### config.mk
export PLATFORM = sky130hd
export DESIGN_NAME = sext_arbiter
export DESIGN_NICKNAME = d
export VERILOG_FILES = /design/src/rtl/sext_arbiter.sv
export SDC_FILE = /design/constraint.sdc
export NUM_CORES = 1
export LEC_CHECK = 0
export CORE_MARGIN = 3
export CORE_UTILIZATION = 35
export CTS_CLUSTER_SIZE = 12
export DETAILED_ROUTE_END_ITERATION = 16
export GPL_TIMING_DRIVEN = 0
export PLACE_DENSITY = 0.71
export RECOVER_POWER = 100
export SYNTH_ARGS = -nofsm -noshare
export SYNTH_HDL_FRONTEND = slang
export SYNTH_SLANG_ARGS = --single-unit
export TNS_END_PERCENT = 100
### constraint.sdc
create_clock -name clk -period 1.4 [get_ports clk]
set_input_delay 0.28 -clock clk [delete_from_list [all_inputs] [get_ports clk]]
set_output_delay 0.28 -clock clk [all_outputs]
set_load 0.05 [all_outputs]
### src/rtl/sext_arbiter.sv
// rtl/sext_arbiter.sv - two-requester arbiter around a shared 12-to-16 sign-extension datapath
//
// Arbitrates between requester A (decode immediates) and requester B
// (branch/jump offsets), sign-extends the winning 12-bit field into a
// one-entry output register with a valid/ready handshake, and keeps
// saturating per-requester grant counters for debug.
//
// Ports:
//   clk, rst                 clock, synchronous active-high reset
//   req_a, imm_a, gnt_a      requester A: request, 12-bit field, combinational grant
//   req_b, imm_b, gnt_b      requester B: request, 12-bit field, combinational grant
//   out_valid, out_data,     output register: valid flag, 16-bit result,
//   out_owner, out_ready     owner (0 = A, 1 = B), consumer ready
//   cnt_a, cnt_b             saturating grant counters
module sext_arbiter #(
  parameter int FIXED_PRIO = 0,
  parameter int CNT_W      = 8
) (
  input  logic             clk,
  input  logic             rst,
  input  logic             req_a,
  input  logic [11:0]      imm_a,
  output logic             gnt_a,
  input  logic             req_b,
  input  logic [11:0]      imm_b,
  output logic             gnt_b,
  output logic             out_valid,
  output logic [15:0]      out_data,
  output logic             out_owner,
  input  logic             out_ready,
  output logic [CNT_W-1:0] cnt_a,
  output logic [CNT_W-1:0] cnt_b
);

  logic last_owner;
  logic slot_free;
  logic pick_a;

  // The slot can be refilled in the same cycle the consumer drains it.
  assign slot_free = !out_valid || out_ready;

  // Round-robin: whoever did not win last time wins the next contention.
  assign pick_a = (FIXED_PRIO != 0) ? 1'b1 : last_owner;

  assign gnt_a = req_a && slot_free && !rst && (!req_b || pick_a);
  assign gnt_b = req_b && slot_free && !rst && (!req_a || !pick_a);

  always_ff @(posedge clk) begin
    if (rst) begin
      out_valid  <= 1'b0;
      out_data   <= 16'h0000;
      out_owner  <= 1'b0;
      last_owner <= 1'b1;
      cnt_a      <= '0;
      cnt_b      <= '0;
    end else begin
      if (gnt_a) begin
        out_valid  <= 1'b1;
        out_data   <= {{4{imm_a[11]}}, imm_a};
        out_owner  <= 1'b0;
        last_owner <= 1'b0;
        if (cnt_a != '1) cnt_a <= cnt_a + 1'b1;
      end else if (gnt_b) begin
        out_valid  <= 1'b1;
        out_data   <= {{4{imm_b[11]}}, imm_b};
        out_owner  <= 1'b1;
        last_owner <= 1'b1;
        if (cnt_b != '1) cnt_b <= cnt_b + 1'b1;
      end else if (out_ready) begin
        // Drained with nothing new: data and owner keep their last value.
        out_valid <= 1'b0;
      end
    end
  end

endmodule

# == Word-level counts from Yosys, hierarchy flattened ==
# Index checks and enable logic that the tools add are counted.
# totals
input_bits,29
wordCells,37
out_inout_bits,36
register_bits,35
# classes
n_bitwise,1
n_mux,7
n_eq_ne,2
reduce_logical,19
addsub,2
# ops
op,n
two-way mux 16 bit,2
adder 8 x 1 -> 8 bit (second input constant),2
!= test 8 bit (second input constant),2
logical AND 1 bit,6
logical NOT 1 bit,5
two-way mux 1 bit,5
logical OR 1 bit,3
AND reduction 3 bit,1
nonzero test 3 bit,1
AND reduction 2 bit,1
nonzero test 2 bit,1
OR reduction 2 bit,1
NOT 1 bit,1

# == Logic depth before layout (Yosys ltp) ==
# logic_depth
ltp_word,7
mapped_depth,7

# == Worst setup path after synthesis ==
# Ideal clock, no wire load.
# synth_path
kind,register to register
from,register cnt_b[0]
to,register cnt_b[4]
t_arrival_ns,1.713
path_stages_with_launch,6
synth_period_minus_slack_ns,1.783
t_required_ns,1.330
slack_ns,-0.383
cell_sequence,dfxtp_1 -> ha_1 -> and3_1 -> nand4_1 -> or3_1 -> a21oi_1
# synth_via
elab_chain_cells,2
word_cells_on_any_way,3
cone_classes,add/sub: 1; eq/ne: 1; reduce/logical: 1
# synth_rtl
element,line_no,rtl
start: declaration,32,output logic [CNT_W-1:0] cnt_b
start signal: assignment,68,if (cnt_b != '1) cnt_b <= cnt_b + 1'b1;
branches (longest 2 deep; another with adder 8 x 1 -> 8 bit),n/a,
# Parallel ways; which one is timed is not known.
# A chain may end at the register's enable or synchronous reset.

# == Final worst setup path ==
# layout_path
from,register last_owner
to,output port gnt_a
# layout_via
elab_chain_cells,2
# layout_rtl
element,line_no,rtl
start: declaration,35,logic last_owner;
start signal: assignment,53,last_owner <= 1'b1;
start signal: assignment,61,last_owner <= 1'b0;
start signal: assignment,67,last_owner <= 1'b1;
logical OR 1 bit,45,assign gnt_a = req_a && slot_free && !rst && (!req_b || pick_a);
logical AND 1 bit,45,
end: declaration,23,"output logic gnt_a,"
# Every way passes these cells.

==> parameters.txt <==
Parameter                              Value

Logic synthesis
  Portion of the post-synthesis area used by sequential elements    a little over two fifths
  Warnings from Yosys    0
  Largest area contributor in the synthesized netlist    dfxtp_1
  Main area contributors after synthesis    dfxtp_1 42%, a21oi_1 7.1%, a22oi_1 6.1%
  Share of flip-flops with an asynchronous set or reset after synthesis    0%
  Number of enable flip-flop cells after synthesis    0
  Library cells used by synthesis    40
  Flip-flop cell with the highest count after synthesis    dfxtp_1
  Cell area after synthesis    between 0.001 and 0.0015 mm²
  Cells after synthesis    170
  Share of Yosys cell area claimed by the top area cell type    between 40 and 50%
  Mapped Nets    201
  Synthesized area per cell    around 8.7 µm²
  Yosys reg bits    31

Setup path
  Required time of the critical path    1.12 ns
  Worst setup path category    register to output port
  Maximum fanout count along the critical path    4
  CP Data Arrival Time    roughly 1.2 ns
  Nature of the critical path endpoint    output port
  CP Launch Type    register
  Startpoint of the most critical register-to-register path    last_owner
  Crit path from    last_owner

Routing
  Antenna viol nets, final    0
  Remaining routing DRC violations    0
  Violation count after the first detailed-route iteration    a little over 60
  Vias per std cell    about 5.5
  Routed length per placed instance    15.39 µm
  Vias    1675
  Total Wirelength    approximately 4700 µm
  Router iterations before antenna repair    4

Power
  Worst IR drop on VDD    ~440 µV
  Overall power after layout    ~2.1 mW
  Pwr per Cell Area    823.2 mW/mm²
  Leakage Power    between 0.9 and 1 nW

Floorplanning
  Die Y-Extent    about 70 µm
  Core Footprint    between 0.003 and 0.004 mm²
  DIE AREA    about 0.0050 mm²
  I/O pin total    65
  Overall die width    70.84 µm
  Starting density of the core    38.18%
  Site row count    22

Final layout
  Layout area overhead    74.49%
  Final net count    approximately 290
  Fillers    approximately 330
  Count of inserted antenna diode cells    0
  Layout cell share with drive strength beyond 1    about 44%
  Finished Core Util    between 60% and 70%

Global routing
  Via count of the first global-routing pass    between 1500 and 2000
  Global-route wire length before repair    7603 µm
  Antenna violations before repair    0
  Total routing resource utilization after global routing    around a fifth
  Total congestion overflow after global routing    0
  Largest net degree at the start of global routing    11

Clocking
  TritonCTS clock tree    built
  Cell at the root of the clock tree    clkbuf_8
  Hold buffers post-CTS    0
  Clock buffer count from CTS    5
  Number of H-tree branching levels    2
  Clock transition time at the flip-flop clock pins of the worst setup and hold paths    approximately 0.070 ns
  Skew-Pair Late Insertion Delay    0.28 ns
  Clk sink count    31
  Deepest clock path buffer count    2

Status
  Result of the run    finished, violations left
  Violated checks    negative setup slack

STA
  Least setup slack across all paths after layout    -0.1171 ns
  Clock tree skew after final layout    0.005305 ns
  Final critical delay including setup and external delays    ~1.5 ns
  Final setup viols    6
  Tightest Pin Transition    ~0.46 ns
  Final-layout setup total negative slack    -0.2817 ns
  Worst max-slew margin expressed relative to the limit    between 60% and 70%
  Max Slew Vio Count    0
  Maximum clock frequency    roughly 660 MHz
  Setup repair after global routing missed its margin    yes
  Hold violation total from the final report    0
  Final period utilization    108.4%

Job
  Count of max-cap constraint violations    0

Worst hold path
  Origin of the worst min-delay path    req_b
  Worst min-delay path class    primary input to register

Place
  HPWL Detailed    roughly 3000 µm
  Global placer's final weighted congestion    around 0.7
  IO Port Bufs    between 60 and 70
## cells in the final DEF (no fill, tap or decap), types with 7 or more instances in the layout
cell type and n:
clkdlybuf4s15_2 27, clkdlybuf4s50_1 24, dfxtp_2 11, o21ai_0 8, buf_4 23, nor3_1 7, a21oi_1 18, dfxtp_4 7
a22oi_1 8, dfxtp_1 13, nand2_1 21
## power by group
group          total (mW)  switching (mW)  internal (mW)
combinational       0.497           0.288          0.209
clock               0.682           0.334          0.348
sequential          0.935          0.0264          0.909
## worst max-delay path: stages (launching register included)
cell,delay [ns]
dfxtp_4,0.37
nand2b_4,0.14
nand4_4,0.12
inv_2,0.09
buf_6,0.10
buf_8,0.13
## layer usage
layer	up-vias	global-route usage (%)	share of wire, %
met1	793	22.86	41
li1	813	-	-
met5	-	0	0
met4	0	4.384	1.1
met2	64	32.54	49
met3	5	7.386	8.6
## worst paths after layout
kind	endpoint	slack [ns]	cells after the start
worst min-delay path	out_valid	0.41	3
worst max register to register	cnt_b[5]	-0.06	5
worst max-delay path	gnt_a	-0.12	5
worst min register to register	out_data[4]	0.46	2
## cells by family (layout without fill, tap and decap cells)
family | after synthesis | after routing | share of synthesized area, %
compound gates | 57 | 57 | 25.85
buf+inv | 16 | 105 | 6.717
simple gates | 62 | 62 | 22.19
mux | 2 | 2 | 1.361
fa+ha+maj | 2 | 2 | 1.700
flops | 31 | 31 | 42.18
## metrics by stage
stage                     instance area, µm²  hold slack, ns  setup slack (ns)  instances
after floorplan                         1545          0.4410          -0.03003        170
after global placement                  2246          0.4417            -1.219        282
after detailed placement                2246          0.4512            -1.226        282
after CTS                               2567          0.4635           -0.1339        308
after global routing                    2567          0.4236           -0.1836        307
final                                   2567          0.4083           -0.1171        307
## sequential cells by signal (all words and copies together), names as in the netlist
register / cells
cnt_b: 8
cnt_a: 8
last_owner: 1
out_data: 12
out_valid: 1
out_owner: 1
## cell usage after synthesis (2+ instances only)
cell and number:
dfxtp_1 31, a21oi_1 21, nand2_1 21, a22oi_1 12, o21ai_0 8, nor2_1 7, nor3_1 7, buf_4 5
a41oi_1 4, and3_1 4, nand4_1 4, buf_2 3, nand3_1 3, or3_1 3, a211oi_2 2, and2_1 2
buf_6 2, clkbuf_1 2, ha_1 2, inv_1 2, mux2i_1 2, nand2b_1 2, nand3b_1 2, o311ai_0 2
o41ai_1 2
## layout make-up
class	count	area, µm²	area share (%)
flip-flops and latches	31	660.6	25.73
repair buffers	84	797.0	31.04
plain buffers	9	62.56	2.437
inverters	4	20.02	0.7797
clock inverters	1	5.005	0.1949
clock buffers	7	76.32	2.973
multi-input cells	123	885.9	34.50
well taps	48	60.06	2.339
## timing repair
item,in CTS,in global routing
setup endpoints to repair,66,32
pin swaps,8,8
gates resized for setup,151,21
cloned,0,0
buffers inserted,19,3
Power figures use the tool's default switching activity.
